File: src/rtl/ram_stream_reader.sv
// ram_stream_reader: read-side sequencer for a 2048x8 simple dual-port RAM.
// Takes a burst command (start address, length) and issues one read per
// cycle while output credit allows. The registered read data is returned
// in address order on a valid/ready byte stream through a 3-entry
// first-word-fall-through buffer that absorbs the RAM's one-cycle latency.
// A read is only issued when the word it returns is guaranteed a free slot,
// counting both reads whose data has not yet been captured.

module ram_stream_reader #(
   parameter int ADDR_W = 11,
   parameter int DATA_W = 8,
   parameter int DEPTH  = 2048
) (
   input  logic              Clk,
   input  logic              Rst,
   input  logic              Start,
   input  logic [ADDR_W-1:0] StartAddr,
   input  logic [ADDR_W:0]   Len,
   output logic              Busy,
   output logic              Done,
   output logic [ADDR_W-1:0] RA,
   output logic              RdEn,
   input  logic [DATA_W-1:0] RD,
   output logic [DATA_W-1:0] DOut,
   output logic              DValid,
   input  logic              DReady
);

   localparam logic [ADDR_W:0]   LEN_MAX   = (ADDR_W+1)'(DEPTH);
   localparam logic [ADDR_W:0]   LEN_ONE   = (ADDR_W+1)'(1);
   localparam logic [ADDR_W-1:0] ADDR_ONE  = ADDR_W'(1);
   localparam int                BUF_DEPTH = 3;

   typedef enum logic [1:0] {
      IDLE,
      RUN,
      DRAIN
   } state_t;

   state_t state;
   state_t state_next;

   logic [ADDR_W-1:0] next_addr;
   logic [ADDR_W:0]   remaining;
   logic [ADDR_W-1:0] ra_q;
   logic              rd_en_q;
   logic              in_flight;
   logic              zero_done;

   logic [DATA_W-1:0] buf_mem [BUF_DEPTH];
   logic [1:0]        wr_ptr;
   logic [1:0]        rd_ptr;
   logic [1:0]        count;

   logic [ADDR_W:0]   len_clamped;
   logic              start_cmd;
   logic              start_burst;
   logic              start_empty;
   logic              push;
   logic              pop;
   logic [2:0]        outstanding;
   logic              credit_ok;
   logic              issue;
   logic              drain_done;

   function automatic logic [1:0] ptr_inc(input logic [1:0] p);
      return (p == 2'(BUF_DEPTH - 1)) ? 2'd0 : p + 2'd1;
   endfunction

   assign len_clamped = (Len > LEN_MAX) ? LEN_MAX : Len;
   assign start_cmd   = (state == IDLE) && Start;
   assign start_burst = start_cmd && (len_clamped != '0);
   assign start_empty = start_cmd && (len_clamped == '0);

   assign push        = in_flight;
   assign pop         = (count != 2'd0) && DReady;
   assign outstanding = {1'b0, count} + {2'b00, in_flight} + {2'b00, rd_en_q};
   assign credit_ok   = outstanding <= (3'd2 + {2'b00, pop});
   assign issue       = (state == RUN) && (remaining != '0) && credit_ok;
   assign drain_done  = (state == DRAIN) && (count == 2'd0) && !in_flight && !rd_en_q;

   assign RA     = ra_q;
   assign RdEn   = rd_en_q;
   assign DOut   = buf_mem[rd_ptr];
   assign DValid = (count != 2'd0);

   // State register for the burst sequencer.
   always_ff @(posedge Clk) begin
      if (Rst) begin
         state <= IDLE;
      end else begin
         state <= state_next;
      end
   end

   // Next-state logic: RUN until every read is issued, DRAIN until the last word leaves.
   always_comb begin
      state_next = state;
      unique case (state)
         IDLE: begin
            if (start_burst) begin
               state_next = RUN;
            end
         end
         RUN: begin
            if ((remaining == '0) || (issue && (remaining == LEN_ONE))) begin
               state_next = DRAIN;
            end
         end
         DRAIN: begin
            if (drain_done) begin
               state_next = IDLE;
            end
         end
         default: state_next = IDLE;
      endcase
   end

   // Status outputs: Busy drops in the same cycle Done pulses; empty bursts finish straight from IDLE.
   always_comb begin
      Busy = (state != IDLE) && !drain_done;
      Done = drain_done || zero_done;
   end

   // Read issue: latch the command, then step address and remaining count on every issued read.
   always_ff @(posedge Clk) begin
      if (Rst) begin
         next_addr <= '0;
         remaining <= '0;
         ra_q      <= '0;
         rd_en_q   <= 1'b0;
         in_flight <= 1'b0;
         zero_done <= 1'b0;
      end else begin
         rd_en_q   <= 1'b0;
         in_flight <= rd_en_q;
         zero_done <= start_empty;
         if (start_burst) begin
            rd_en_q   <= 1'b1;
            ra_q      <= StartAddr;
            next_addr <= StartAddr + ADDR_ONE;
            remaining <= len_clamped - LEN_ONE;
         end else if (issue) begin
            rd_en_q   <= 1'b1;
            ra_q      <= next_addr;
            next_addr <= next_addr + ADDR_ONE;
            remaining <= remaining - LEN_ONE;
         end
      end
   end

   // Output buffer: capture RD the cycle after each read, pop on every stream transfer.
   always_ff @(posedge Clk) begin
      if (Rst) begin
         for (int i = 0; i < BUF_DEPTH; i++) begin
            buf_mem[i] <= '0;
         end
         wr_ptr <= 2'd0;
         rd_ptr <= 2'd0;
         count  <= 2'd0;
      end else begin
         if (push) begin
            buf_mem[wr_ptr] <= RD;
            wr_ptr          <= ptr_inc(wr_ptr);
         end
         if (pop) begin
            rd_ptr <= ptr_inc(rd_ptr);
         end
         case ({push, pop})
            2'b10:   count <= count + 2'd1;
            2'b01:   count <= count - 2'd1;
            default: count <= count;
         endcase
      end
   end

endmodule

File: config.mk
export PLATFORM = sky130hd
export DESIGN_NAME = ram_stream_reader
export DESIGN_NICKNAME = d
export VERILOG_FILES = /design/src/rtl/ram_stream_reader.sv
export SDC_FILE = /design/constraint.sdc
export NUM_CORES = 1
export LEC_CHECK = 0
export ABC_CLOCK_PERIOD_IN_PS = 3730
export CORE_ASPECT_RATIO = 2
export CORE_MARGIN = 1
export CORE_UTILIZATION = 32
export CTS_CLUSTER_DIAMETER = 60
export DETAILED_ROUTE_END_ITERATION = 8
export PLACE_DENSITY = 0.57
export SKIP_LAST_GASP = 1
export SYNTH_ARGS = -nofsm -noshare
export SYNTH_HDL_FRONTEND = slang
export SYNTH_SLANG_ARGS = --single-unit
File: constraint.sdc
create_clock -name Clk -period 3.73 [get_ports Clk]
set_input_delay 0.9325 -clock Clk [delete_from_list [all_inputs] [get_ports Clk]]
set_output_delay 0.9325 -clock Clk [all_outputs]
set_load 0.05 [all_outputs]
==> flow_summary.json <==
{
  "hold_depth": 2,
  "cts_buffers": 9,
  "portBuffers": 57,
  "cts_root_buf": "sky130_fd_sc_hd__clkbuf_16",
  "gr-max-usage-layer": "met2",
  "whs_ps": 501.9,
  "cts.reportedPaths.clkPinSlew_ps": 60,
  "detailroute.via_count": 3318,
  "post_route_cells_drive_above_1_share": 0.1396,
  "drt-initial-drc-count": 135,
  "max_freq_mhz": 283.2,
  "grt_use_met2": 0.3332,
  "antenna_cells_inserted": 0,
  "regToRegEndpoint": "remaining[4]$_SDFFE_PP0P_",
  "slowest_cell_on_the_critical_path": "sky130_fd_sc_hd__clkdlybuf4s50_1",
  "outcome": "finished clean",
  "final-hold-violation-count": 0,
  "holdCritPathClass": "reg2reg",
  "fillers": 1260,
  "use_met3": 0.03911,
  "fp.coreArea_mm2": 0.01263,
  "clock_tree_from_tritoncts": "done",
  "max-vdd-ir-drop_mv": 0.3032,
  "synth.yosys.seq_area_share": 0.4584,
  "antenna_found_initial": 0,
  "insertion_delay_ps": 340,
  "die_x_um": 82.52,
  "grt-ovfl-total": 0,
  "crit_path_max_incr_delay_ps": 800,
  "worstReg2RegStart": "RdEn$_SDFF_PP0_",
  "cts.sink_count": 79,
  "drt_first_pass_iters": 4,
  "grt_setup_unrepaired": "no",
  "design.die.area_mm2": 0.01345,
  "path_max_fanout": 4,
  "synthCells": 407,
  "worst-slew-pin-transition_ps": 993.3,
  "synth_top_cell_area_share": 0.2316,
  "slew-limit-headroom": 0.3378,
  "most_common_cell_after_layout_fill_and_taps_aside": "sky130_fd_sc_hd__clkdlybuf4s50_1",
  "cp_data_required_time_ps": 2800,
  "postCtsSetupBuffers": 0,
  "regArea_mm2": 0.001902,
  "arrival_ps": 2600,
  "non_filler_cells_in_the_finished_layout": 630,
  "cts_hold_buffers": 0,
  "clock_power_share": 0.328,
  "placedCellCount": 614,
  "grt.met1_usage": 0.1522,
  "fraction_of_power_consumed_by_combinational_cells": 0.301,
  "flops_latches_synth": 79,
  "io_pins": 58,
  "route.final.wire_length_um": 10590,
  "grt_start_max_net_pins": 52,
  "route.detailed.vias_per_inst": 5.267,
  "synth_nets": 450,
  "globalRouteTotalUtil": 0.1684,
  "remaining_drc_errors": 0,
  "initial_utilization": 0.3286,
  "dieHeight_um": 163.0,
  "drv_slew": 0,
  "synth.area.top_cells": "sky130_fd_sc_hd__edfxtp_1, sky130_fd_sc_hd__dfxtp_1, sky130_fd_sc_hd__a211oi_1",
  "synthDominantAreaCellType": "sky130_fd_sc_hd__edfxtp_1",
  "asyncSetResetFlopFracSynth": 0,
  "ys_warn_count": 0,
  "r2r_cells": 8,
  "internal-power_mw": 1.976,
  "synthToLayoutAreaGrowth_pct": 28.14,
  "max_capacitance_violation_count": 0,
  "critical_path.endpoint_type": "output pin",
  "multi_input_area_mm2": 0.002123,
  "post_synthesis_cell_area_mm2": 0.004149,
  "worst_setup_path_start_kind": "flop",
  "postSynthAreaPerCell_um2": 10.19,
  "vias_in_the_first_global_route": 3415,
  "final_routed_wire_length_divided_by_cell_count_um": 16.81,
  "ctsHtreeMaxLevel": 3,
  "path_delay_family": "simple AND/OR/NAND/NOR gates",
  "timing.clock.skew_ps": 6.713,
  "post-route-min-period_ps": 3531,
  "worst-path-buf-inv": 1,
  "hold_path.startpoint": "remaining[9]$_SDFFE_PP0P_",
  "crit_chain": "or2_2 -> or4b_2 -> nand2b_1 -> clkdlybuf4s50_1",
  "layout_common_cells": "sky130_fd_sc_hd__clkdlybuf4s50_1, sky130_fd_sc_hd__dfxtp_1, sky130_fd_sc_hd__nor2_1",
  "grt_first_pass_wirelength_um": 16550,
  "worstSetupPathType": "reg2out",
  "setup_viol": 0,
  "post_synth_num_cell_types": 58,
  "placement_rows": 58,
  "total_half_perimeter_wirelength_after_legalization_and_detailed_placement_um": 8013,
  "gp_routability_congestion": 0.7920,
  "synth_enable_flop_cells": 32,
  "power_density_over_the_cells_mw_per_mm2": 554.6,
  "final.period_utilization": 0.9466,
  "min_delay_worst_endpoint": "remaining[9]$_SDFFE_PP0P_",
  "nNetsFinal": 518,
  "power.sequential.fraction": 0.371,
  "power.leakage_nw": 1.897,
  "power.share.switching": 0.3299,
  "ctsLongestPathBuffers": 2,
  "ant_nets": 0,
  "ys.flop_type": "sky130_fd_sc_hd__dfxtp_1",
  "timing.reg2reg.setup_slack_ps": 730,
  "switchingPower_uw": 972.5
}
[cells by family (layout without fill, tap and decap cells)]
group	count (synthesis)	after routing	synth area share
multiplexers	24	24	0.08263
AND/OR/NAND/NOR	166	166	0.2232
XOR/XNOR	26	26	0.05489
adder cells (fa/ha/maj)	8	8	0.02593
AO/OA/AOI/OAI	73	73	0.1236
buffers and inverters	31	104	0.03136
flip-flops	79	79	0.4584
[synthesized netlist by cell type, types with 2 or more instances]
cell / instances
sky130_fd_sc_hd__a211oi_1: 25
sky130_fd_sc_hd__a21o_1: 3
sky130_fd_sc_hd__a21oi_1: 13
sky130_fd_sc_hd__a221oi_1: 2
sky130_fd_sc_hd__a31o_2: 2
sky130_fd_sc_hd__a31oi_1: 7
sky130_fd_sc_hd__and2_1: 25
sky130_fd_sc_hd__and3_1: 5
sky130_fd_sc_hd__buf_1: 2
sky130_fd_sc_hd__buf_2: 5
sky130_fd_sc_hd__buf_4: 2
sky130_fd_sc_hd__clkbuf_1: 12
sky130_fd_sc_hd__dfxtp_1: 47
sky130_fd_sc_hd__edfxtp_1: 32
sky130_fd_sc_hd__ha_1: 7
sky130_fd_sc_hd__inv_1: 10
sky130_fd_sc_hd__mux2_2: 2
sky130_fd_sc_hd__mux2i_1: 14
sky130_fd_sc_hd__mux4_2: 8
sky130_fd_sc_hd__nand2_1: 19
sky130_fd_sc_hd__nand2b_1: 6
sky130_fd_sc_hd__nand3_1: 11
sky130_fd_sc_hd__nand4_1: 3
sky130_fd_sc_hd__nor2_1: 40
sky130_fd_sc_hd__nor2b_1: 6
sky130_fd_sc_hd__nor3_1: 13
sky130_fd_sc_hd__nor4_1: 13
sky130_fd_sc_hd__nor4_2: 2
sky130_fd_sc_hd__o21a_1: 2
sky130_fd_sc_hd__o21ai_1: 3
sky130_fd_sc_hd__o31a_1: 2
sky130_fd_sc_hd__o31ai_1: 4
sky130_fd_sc_hd__or2_2: 5
sky130_fd_sc_hd__or3_1: 3
sky130_fd_sc_hd__or4_1: 2
sky130_fd_sc_hd__or4_4: 3
sky130_fd_sc_hd__or4b_2: 2
sky130_fd_sc_hd__xnor2_1: 19
sky130_fd_sc_hd__xor2_1: 7
[power groups by stage]
| stage | Combinational (mW) | Clock [mW] | Sequential, mW |
|---|---|---|---|
| floorplan | 0.547 | 0 | 1.14 |
| global route | 0.961 | 1.02 | 1.11 |
| detailed placement | 0.889 | 0 | 1.11 |
| finish | 0.887 | 0.968 | 1.09 |
| CTS | 0.895 | 0.986 | 1.09 |
| global placement | 0.879 | 0 | 1.11 |
[cell type report]
class,count,share of cell area
Timing Repair Buffer,78,0.1384
Multi-Input combinational cell,297,0.3994
Tap cell,150,0.03530
Inverter,10,0.007060
Clock inverter,6,0.01718
Sequential cell,79,0.3577
Clock buffer,10,0.04495
[timing repair]
action / 4_1_cts / 5_1_grt
endpoints found under the hold margin: 0 / 0
gates resized for setup: 0 / 1
endpoints found under the setup margin: 0 / 1
[worst register-to-register path: cells and delay by family, from the launching register on]
kind	cells	cell delay, ps
AND/OR/NAND/NOR	3	1220
flip-flops	1	340
buffers and inverters	1	40
AO/OA/AOI/OAI	2	500
adder cells (fa/ha/maj)	2	800
[per-layer routing]
metal  share of wire  up-vias
met4           0.035        0
li1                -     1648
met1            0.35     1567
met3           0.031       23
met2            0.59       80
met5               0        -
[metrics by stage]
stage / setup slack, ps / setup TNS [ps] / power (mW) / area, µm² / utilization
3_3_place_gp: -66.62 / -128.6 / 1.986 / 4980 / 0.3944
2_1_floorplan: 8.043 / 0 / 1.690 / 4149 / -
6_report: 199.3 / 0 / 2.948 / 5316 / 0.4210
3_5_place_dp: -120.7 / -303.7 / 2.001 / 4980 / 0.3944
4_1_cts: 159.4 / 0 / 2.974 / 5310 / 0.4205
5_1_grt: 100.8 / 0 / 3.094 / 5316 / 0.4210
[registers in the layout, summed over array words and instances, names as in the netlist, named ones only]
| signal | count |
|---|---|
| zero_done | 1 |
| state | 2 |
| rd_ptr | 2 |
| RA | 11 |
| buf_mem | 32 |
| count | 2 |
| RdEn | 1 |
| in_flight | 1 |
| remaining | 12 |
| wr_ptr | 2 |
| next_addr | 11 |
[how the worst max path moves through the flow]
| stage | startpoint | to | slack [ps] | depth (start not counted) |
|---|---|---|---|---|
| 2_1_floorplan | Len[11] | next_addr[10]$_SDFFE_PP0P_ | 8 | 11 |
| 3_3_place_gp | Len[11] | next_addr[8]$_SDFFE_PP0P_ | -70 | 13 |
| 3_5_place_dp | Len[11] | next_addr[8]$_SDFFE_PP0P_ | -120 | 13 |
| 4_1_cts | count[0]$_SDFFE_PP0P_ | Done | 160 | 4 |
| 5_1_grt | Len[11] | next_addr[8]$_SDFFE_PP0P_ | 100 | 13 |
| 6_report | count[0]$_SDFFE_PP0P_ | Done | 200 | 4 |
No activity file was read; power rests on OpenSTA's default activity.
